`src/rtl/decim_tx_pkg.sv`:
```
// Shared types and constants for the decimated-sample UART transmitter.
package decim_tx_pkg;

  typedef enum logic [2:0] {IDLE, LOAD, START, DATA, STOP} tx_state_t;

  localparam logic [7:0]  SYNC_BYTE_DEFAULT = 8'hA5;
  localparam int unsigned BYTES_PER_FRAME   = 3;
  localparam int unsigned BITS_PER_BYTE     = 8;

  // Byte to transmit at a given position within the frame.
  function automatic logic [7:0] frame_byte(input logic [1:0]  idx,
                                            input logic [15:0] hold,
                                            input logic [7:0]  sync);
    case (idx)
      2'd0:    frame_byte = sync;
      2'd1:    frame_byte = hold[15:8];
      default: frame_byte = hold[7:0];
    endcase
  endfunction

endpackage

```
`src/rtl/sample_fifo.sv`:
```
// Circular-buffer FIFO with wrap-bit pointers; head word is presented combinationally.
module sample_fifo #(
  parameter int unsigned WIDTH = 16,
  parameter int unsigned DEPTH = 4
) (
  input  logic                     clk,
  input  logic                     rst_n,
  input  logic                     push,
  input  logic                     pop,
  input  logic [WIDTH-1:0]         wdata,
  output logic [WIDTH-1:0]         rdata,
  output logic                     full,
  output logic                     empty,
  output logic [$clog2(DEPTH):0]   level
);

  localparam int unsigned AW = $clog2(DEPTH);

  logic [WIDTH-1:0] mem [DEPTH];
  logic [AW:0]      wr_ptr;
  logic [AW:0]      rd_ptr;
  logic             do_push;
  logic             do_pop;

  assign empty   = (wr_ptr == rd_ptr);
  assign full    = (wr_ptr[AW] != rd_ptr[AW]) && (wr_ptr[AW-1:0] == rd_ptr[AW-1:0]);
  assign level   = wr_ptr - rd_ptr;
  assign do_pop  = pop && !empty;
  // A pop in the same cycle frees a slot, so a push into a full FIFO is still accepted.
  assign do_push = push && (!full || do_pop);
  assign rdata   = mem[rd_ptr[AW-1:0]];

  always_ff @(posedge clk or negedge rst_n) begin
    if (!rst_n) begin
      wr_ptr <= '0;
      rd_ptr <= '0;
    end else begin
      if (do_push) wr_ptr <= wr_ptr + 1'b1;
      if (do_pop)  rd_ptr <= rd_ptr + 1'b1;
    end
  end

  always_ff @(posedge clk) begin
    if (do_push) mem[wr_ptr[AW-1:0]] <= wdata;
  end

endmodule

```
`src/rtl/decim_sample_tx.sv`:
```
// Buffers decimated 16-bit samples and sends each as an A5/MSB/LSB UART 8N1 frame.
module decim_sample_tx
  import decim_tx_pkg::*;
#(
  parameter int unsigned CLKS_PER_BIT = 434,
  parameter int unsigned FIFO_DEPTH   = 4,
  parameter logic [7:0]  SYNC_BYTE    = SYNC_BYTE_DEFAULT
) (
  input  logic                          CLK,
  input  logic                          RST_N,
  input  logic [15:0]                   Q,
  input  logic                          Q_VALID,
  input  logic                          OVF_CLR,
  output logic                          TXD,
  output logic                          BUSY,
  output logic                          OVF,
  output logic [$clog2(FIFO_DEPTH):0]   FIFO_LVL
);

  localparam int unsigned CW = $clog2(CLKS_PER_BIT);

  tx_state_t   state, state_n;
  logic [CW-1:0] baud_cnt;
  logic [2:0]  bit_cnt;
  logic [1:0]  byte_idx;
  logic [7:0]  shreg;
  logic [15:0] hold;
  logic        txd_n;
  logic        bit_done;

  logic [15:0] fifo_rdata;
  logic        fifo_full, fifo_empty, fifo_pop;

  assign fifo_pop = (state == IDLE) && !fifo_empty;
  assign bit_done = (baud_cnt == CW'(CLKS_PER_BIT - 1));
  assign BUSY     = (state != IDLE);

  sample_fifo #(
    .WIDTH (16),
    .DEPTH (FIFO_DEPTH)
  ) u_fifo (
    .clk   (CLK),
    .rst_n (RST_N),
    .push  (Q_VALID),
    .pop   (fifo_pop),
    .wdata (Q),
    .rdata (fifo_rdata),
    .full  (fifo_full),
    .empty (fifo_empty),
    .level (FIFO_LVL)
  );

  always_comb begin
    state_n = state;
    unique case (state)
      IDLE:    if (!fifo_empty) state_n = LOAD;
      LOAD:    state_n = START;
      START:   if (bit_done) state_n = DATA;
      DATA:    if (bit_done && bit_cnt == 3'(BITS_PER_BYTE - 1)) state_n = STOP;
      STOP:    if (bit_done) state_n = (byte_idx < 2'(BYTES_PER_FRAME - 1)) ? START : IDLE;
      default: state_n = IDLE;
    endcase
  end

  // TXD is registered, so its next value is derived from the next state and next shift bit.
  always_comb begin
    txd_n = 1'b1;
    if (state_n == START)
      txd_n = 1'b0;
    else if (state_n == DATA)
      txd_n = (state == DATA && bit_done) ? shreg[1] : shreg[0];
  end

  always_ff @(posedge CLK or negedge RST_N) begin
    if (!RST_N) begin
      state    <= IDLE;
      TXD      <= 1'b1;
      baud_cnt <= '0;
      bit_cnt  <= '0;
      byte_idx <= '0;
      shreg    <= '0;
      hold     <= '0;
    end else begin
      state <= state_n;
      TXD   <= txd_n;
      if (state_n != state || bit_done || state == IDLE || state == LOAD)
        baud_cnt <= '0;
      else
        baud_cnt <= baud_cnt + 1'b1;

      unique case (state)
        IDLE: if (!fifo_empty) hold <= fifo_rdata;
        LOAD: begin
          byte_idx <= '0;
          bit_cnt  <= '0;
          shreg    <= frame_byte(2'd0, hold, SYNC_BYTE);
        end
        DATA: if (bit_done) begin
          shreg   <= shreg >> 1;
          bit_cnt <= bit_cnt + 1'b1;
        end
        STOP: if (bit_done && state_n == START) begin
          byte_idx <= byte_idx + 2'd1;
          shreg    <= frame_byte(byte_idx + 2'd1, hold, SYNC_BYTE);
        end
        default: ;
      endcase
    end
  end

  // An overflow in the same cycle as a clear takes priority.
  always_ff @(posedge CLK or negedge RST_N) begin
    if (!RST_N)
      OVF <= 1'b0;
    else if (Q_VALID && fifo_full && !fifo_pop)
      OVF <= 1'b1;
    else if (OVF_CLR)
      OVF <= 1'b0;
  end

endmodule
```
`config.mk`:
```
export PLATFORM = sky130hd
export DESIGN_NAME = decim_sample_tx
export DESIGN_NICKNAME = d
export VERILOG_FILES = /design/src/rtl/decim_tx_pkg.sv /design/src/rtl/sample_fifo.sv /design/src/rtl/decim_sample_tx.sv
export SDC_FILE = /design/constraint.sdc
export NUM_CORES = 1
export LEC_CHECK = 0
export CORE_ASPECT_RATIO = 0.5
export CORE_MARGIN = 2
export CORE_UTILIZATION = 42
export DETAILED_ROUTE_END_ITERATION = 7
export PLACE_DENSITY = 0.62
export SLEW_MARGIN = 15
export SYNTH_ARGS = -nofsm -noshare
export SYNTH_HDL_FRONTEND = slang
export SYNTH_SLANG_ARGS = --single-unit
```
`constraint.sdc`:
```
create_clock -name CLK -period 3.55 [get_ports CLK]
set_clock_uncertainty 0.15 [all_clocks]
set_input_delay 0.71 -clock CLK [delete_from_list [all_inputs] [get_ports CLK]]
set_output_delay 0.71 -clock CLK [all_outputs]
set_load 0.02 [all_outputs]
```
* Yosys cells after proc, flatten, opt, wreduce, memory -nomap -nowiden
Memories as Yosys holds them, arrays and structs flattened. A register that Yosys moved wholly into a read port is not among the register bits.
Index checks and enable logic that the tools add are counted.
** Word-level totals
- Memories kept :: 1
- Logic and storage cells :: 83
- Register bits after elaboration :: 33
- RAM bits :: 64
** Memories
- u_fifo.mem :: depth 4, width 16, rd ports 1, clocked after memory_dff 1, wr ports 1, RTL line sample_fifo.sv:19 : logic [WIDTH-1:0] mem [DEPTH];
** Cells by class
- Reductions and logical operators :: 28
- $lt $le $gt $ge :: 1
- Equality and inequality tests :: 15
- Muxes and demuxes :: 22
- Add/subtract/negate cells :: 6
- Bitwise logic cells :: 1
** Operators by type and width (count)
- case mux 8 bit (3 select lines) :: 1
- 2-to-1 mux 8 bit :: 2
- case mux 8 bit (2 select lines) :: 1
- 2-to-1 mux 3 bit :: 5
- case mux 3 bit (5 select lines) :: 1
- equality test 3 x 2 -> 1 bit, second input constant :: 4
- adder 3 x 1 -> 3 bit, second input constant :: 3
- adder 9 x 1 -> 9 bit, second input constant :: 1
- equality test 9 bit, second input constant :: 1
- logical AND 1 bit :: 9
- 2-to-1 mux 9 bit :: 1
- 2-to-1 mux 1 bit :: 7
- equality test 3 bit, second input constant :: 2
- case mux 3 bit (2 select lines) :: 1
- AND reduction 2 bit :: 3
- nonzero test 2 bit :: 3
- nonzero test 3 bit :: 2
- zero test 1 bit :: 4
- logical OR 1 bit :: 4
- 2-to-1 mux 2 bit :: 2
- != test 2 bit, second input constant :: 2
- case mux 2 bit (2 select lines) :: 1
- equality test 3 x 1 -> 1 bit, second input constant :: 1
- equality test 3 bit :: 1
- other kinds (11) :: 11

* Longest topological paths before layout
- Word-level depth :: 9
- Depth in mapped cells :: 9

* Hierarchy
A second synthesis with hierarchy kept.
** Unflattened totals
- Cell total of the unflattened synthesis :: 315
- Area total of the unflattened synthesis :: 4928.5 um^2
** Modules (own cells, without submodules)
- sample_fifo :: instances 1, area an instance 2770.2 um^2, sequential area each 2072.0 um^2, cells each 130
- decim_sample_tx :: instances 1, area an instance 2158.3 um^2, sequential area each 1077.3 um^2, cells each 185

* Worst setup path before layout
Ideal clock, no wire load.
- Kind :: reg2reg
- Start :: register u_fifo.rd_ptr[1]
- End :: memory u_fifo.mem[3][0] (enable)
- Cell stages (with the launch flop) :: 8
- Path slack :: 0.922 ns
- Arrival :: 2.103 ns
- Period minus slack after synthesis :: 2.628 ns
- Cell sequence :: dfrtp_1 -> clkbuf_1 -> buf_2 -> inv_1 -> ha_1 -> nand2_1 -> o31a_1 -> and2_1
** On the way
- Longest elaborated chain between the ends :: 8
** Ends and longest elaborated chain
- start, declared :: RTL line sample_fifo.sv:21 : logic [AW:0] rd_ptr;
- start signal, assigned :: RTL line sample_fifo.sv:39 : if (do_pop) rd_ptr <= rd_ptr + 1'b1;
- equality test 3 bit :: RTL line sample_fifo.sv:25 : assign empty = (wr_ptr == rd_ptr);
- zero test 1 bit :: RTL line sample_fifo.sv:28, decim_sample_tx.sv:34
- logical AND 1 bit :: RTL line decim_sample_tx.sv:34 : assign fifo_pop = (state == IDLE) && !fifo_empty;
- logical AND 1 bit :: RTL line sample_fifo.sv:28 : assign do_pop = pop && !empty;
- logical OR 1 bit * :: RTL line sample_fifo.sv:30 : assign do_push = push && (!full || do_pop);
- logical AND 1 bit * :: RTL line sample_fifo.sv:30
- 2-to-1 mux 1 bit * :: RTL line sample_fifo.sv:44 : if (do_push) mem[wr_ptr[AW-1:0]] <= wdata;
- 2-to-1 mux 1 bit (implied by the code) * :: RTL line sample_fifo.sv:44
- end, declared :: RTL line sample_fifo.sv:19
Every way passes the cells marked *; elsewhere a longest branch is shown, timed or not.

* Worst setup path after layout
- Start :: register u_fifo.wr_ptr[0]
- End :: output port FIFO_LVL[2]
** On the way
- Longest elaborated chain between the ends :: 1
** Ends and longest elaborated chain
- start, declared :: RTL line sample_fifo.sv:20 : logic [AW:0] wr_ptr;
- start signal, assigned :: RTL line sample_fifo.sv:38 : if (do_push) wr_ptr <= wr_ptr + 1'b1;
- subtractor 3 bit :: RTL line sample_fifo.sv:27 : assign level = wr_ptr - rd_ptr;
- end, declared :: RTL line decim_sample_tx.sv:17 : output logic [$clog2(FIFO_DEPTH):0] FIFO_LVL
Every way passes these cells.

==> results_dict.tcl <==
set metrics [dict create \
    synthDominantCellAreaShare_pct 38.4 \
    post_drt_wl_per_cell_um 16.6 \
    area_delta_synth_final_pct 21.0 \
    synth_nets 347 \
    instances_no_fill 530 \
    drc 0 \
    firstDrtPassIters 4 \
    fin_crit_sh_pct 88.5 \
    yosysWarnings 0 \
    crit_slowest_cell "clkdlybuf4s50_1" \
    final-hold-violation-count 0 \
    post_cts_resized 0 \
    startpoint_type "register" \
    track_usage_pct 15.6 \
    dp_hpwl_um 5660 \
    hold_path_class "primary input to asynchronous set/reset pin" \
    crit_type "register to output port" \
    via_per_inst 5.15 \
    place_congestion 0.790 \
    clk_pin_slew_ns 0.05 \
    power.leakage_nw 2.37 \
    fin_nets 386 \
    h-tree-depth 4 \
    worstPathMaxFanout 4 \
    std_cell_rows 28 \
    vias 2730 \
    start_util_pct 42.7 \
    maxSlewViolCount 0 \
    cts_buffer_depth 2 \
    critPathMaxStageDelay_ns 0.62 \
    fin_setup_tns_ns 0 \
    port_buffers 25 \
    worstRegToRegCells 7 \
    r2r-end "u_fifo.mem[3][4]" \
    cts_buffers 17 \
    die-area_sq_mm 0.0128 \
    cts.sinks 113 \
    drv_cap 0 \
    cp.buffers_inverters 2 \
    cts_tree "done" \
    synth_area_leaders "edfxtp_1 (38%), dfrtp_1 (24%), mux4_2 (7.2%), mux2_4 (4.8%), ha_1 (3.3%)" \
    crit_chain "inv_1 -> ha_1 -> fa_1 -> xnor2_1 -> clkdlybuf4s50_1" \
    root_buffer "clkbuf_16" \
    rsz0062_at_grt "false" \
    ys.flop_type "edfxtp_1" \
    grt.busiest_layer "met2" \
    worst_path_dominant_cell_family "buffers and inverters" \
    r2r-start "u_fifo.rd_ptr[1]" \
    post-place-ws_ns 0.831 \
    core_sq_mm 0.0117 \
    powerDensity_mw_per_mm2 640 \
    worstSetupStartpoint "u_fifo.wr_ptr[0]" \
    synthTopCellsByCount "edfxtp_1 (64), dfrtp_1 (48), mux2_4 (16), mux4_2 (16), nand2_1 (15)" \
    avgSynthCellArea_sq_um 16.0 \
    die_h_um 81.1 \
    die_x_um 158 \
    synth.largest_area_cell "edfxtp_1" \
    synth.most_common_cell "edfxtp_1" \
    period_minus_slack_ns 3.14 \
    r2r_setup_slack_ns 1.12 \
    grt.overflow.total 0 \
    met2_usage_pct 25.6 \
    met3_usage_pct 4.48 \
    setup_viol 0 \
    cts_hold_buf 0 \
    synth_edf_count 64 \
    tightestPinTransition_ns 0.645 \
    drive_above_1_share_pct 23.3 \
    detail-route-antenna-nets 0 \
    grt_pass1_vias 2970 \
    status "complete, no violations" \
    cp.arrival_ns 2.28 \
    met1_usage_pct 19.5 \
    synth_seq_area_share_pct 63.0 \
    antenna_found_initial 0 \
    synth-seq-cells 113 \
    relSlewSlack_pct 56.9 \
    drtIter0Drc 214 \
    required_ns 2.69 \
    synthCells 313 \
    yosysUniqueCellTypes 50 \
    grt_max_degree 50 \
    finalWirelength_um 8780 \
    async_flop_share_pct 43.4 \
    syn_area_sq_mm 0.00500 \
    crit_path_end "FIFO_LVL[2]" \
    clock_latency_ns 0.40 \
    irDropWorstVdd_v 0.000274 \
    post-route-util_pct 51.7 \
    cts_setup_buffers 0 \
    final.setup.worst_slack_ns 0.407 \
    placedCellCount 498 \
    max_freq_mhz 318 \
    grt_pass1_wl_um 14900 \
    antenna_cells 0 \
    io_pins 26 \
    worst_setup_path_end_kind "output port" \
    path_depth 5 \
]
-- layout by cell type (no fill, tap or decap), drive strengths merged, types with 7 or more instances in the layout --
| cell type | instances |
|---|---|
| edfxtp | 64 |
| dfrtp | 48 |
| mux2 | 26 |
| clkdlybuf4s50 | 24 |
| clkbuf | 17 |
| inv | 17 |
| mux4 | 16 |
| nand2 | 15 |
| nor2 | 15 |
| o21ai | 15 |
| ha | 13 |
| xnor2 | 9 |
| buf | 8 |
| nor3 | 7 |
-- metal layers --
layer  vias up  wire (um)
li1       1267          -
met1      1395       3910
met2        56       4410
met3        12        342
met4         0        119
met5         -          0
-- flip-flops by register name (all words and copies together), names as in the netlist --
register       cells
TXD                1
OVF                1
u_fifo.wr_ptr      3
state              3
byte_idx           2
shreg              8
baud_cnt           9
u_fifo.mem        64
hold              16
bit_cnt            3
u_fifo.rd_ptr      3
-- worst min-delay path by stage --
stage / from / to / slack (ns) / depth (start not counted)
global route: RST_N / shreg[4] / 0.24 / 1
finish: RST_N / u_fifo.wr_ptr[0] / 0.18 / 1
floorplan: RST_N / OVF / 0.26 / 0
detailed placement: u_fifo.rd_ptr[2] / u_fifo.rd_ptr[2] / 0.33 / 1
CTS: u_fifo.rd_ptr[2] / u_fifo.rd_ptr[2] / 0.34 / 1
global placement: u_fifo.rd_ptr[2] / u_fifo.rd_ptr[2] / 0.33 / 1
-- metrics by stage --
| step | hold slack, ns | instance area, sq um | total power [mW] |
|---|---|---|---|
| finish | 0.180 | 6050 | 3.87 |
| global route | 0.237 | 6050 | 4.02 |
| CTS | 0.338 | 6040 | 3.92 |
| detailed placement | 0.327 | 5410 | 2.13 |
| global placement | 0.328 | 5410 | 2.09 |
| floorplan | 0.264 | 5000 | 1.89 |
-- power breakdown --
group,total [mW],switching (mW),leakage (nW),internal [mW]
clock network,1.78,0.598,0.304,1.18
registers,1.62,0.0460,1.17,1.57
logic,0.472,0.270,0.894,0.202
-- worst register-to-register path: stages, from the launching register on --
cell	delay, ns
dfrtp_1	0.38
buf_4	0.31
inv_1	0.08
ha_1	0.33
nand2_1	0.10
o31a_1	0.25
and2_1	0.19
buf_4	0.30
-- logic make-up (layout without fill, tap and decap cells) --
group                    count (synthesis)  after routing  share of synthesized area, %
multiplexers                            43             43                          14.5
flip-flops                             113            113                          63.0
AND/OR/NAND/NOR                         65             65                          8.24
buffers and inverters                   26             78                          2.85
AO/OA/AOI/OAI                           39             39                          5.51
XOR/XNOR                                13             13                          2.28
adder cells (fa/ha/maj)                 14             14                          3.65
-- area by class of cell --
| cell class | count | area (sq um) |
|---|---|---|
| Clock buffer | 17 | 425 |
| Clock inverter | 15 | 206 |
| Fill cell | 969 | 5650 |
| Inverter | 14 | 52.6 |
| Multi-Input combinational cell | 174 | 1710 |
| Sequential cell | 113 | 3150 |
| Tap cell | 165 | 206 |
| Timing Repair Buffer | 32 | 300 |
Note: power is estimated with default switching activity, not from simulation.
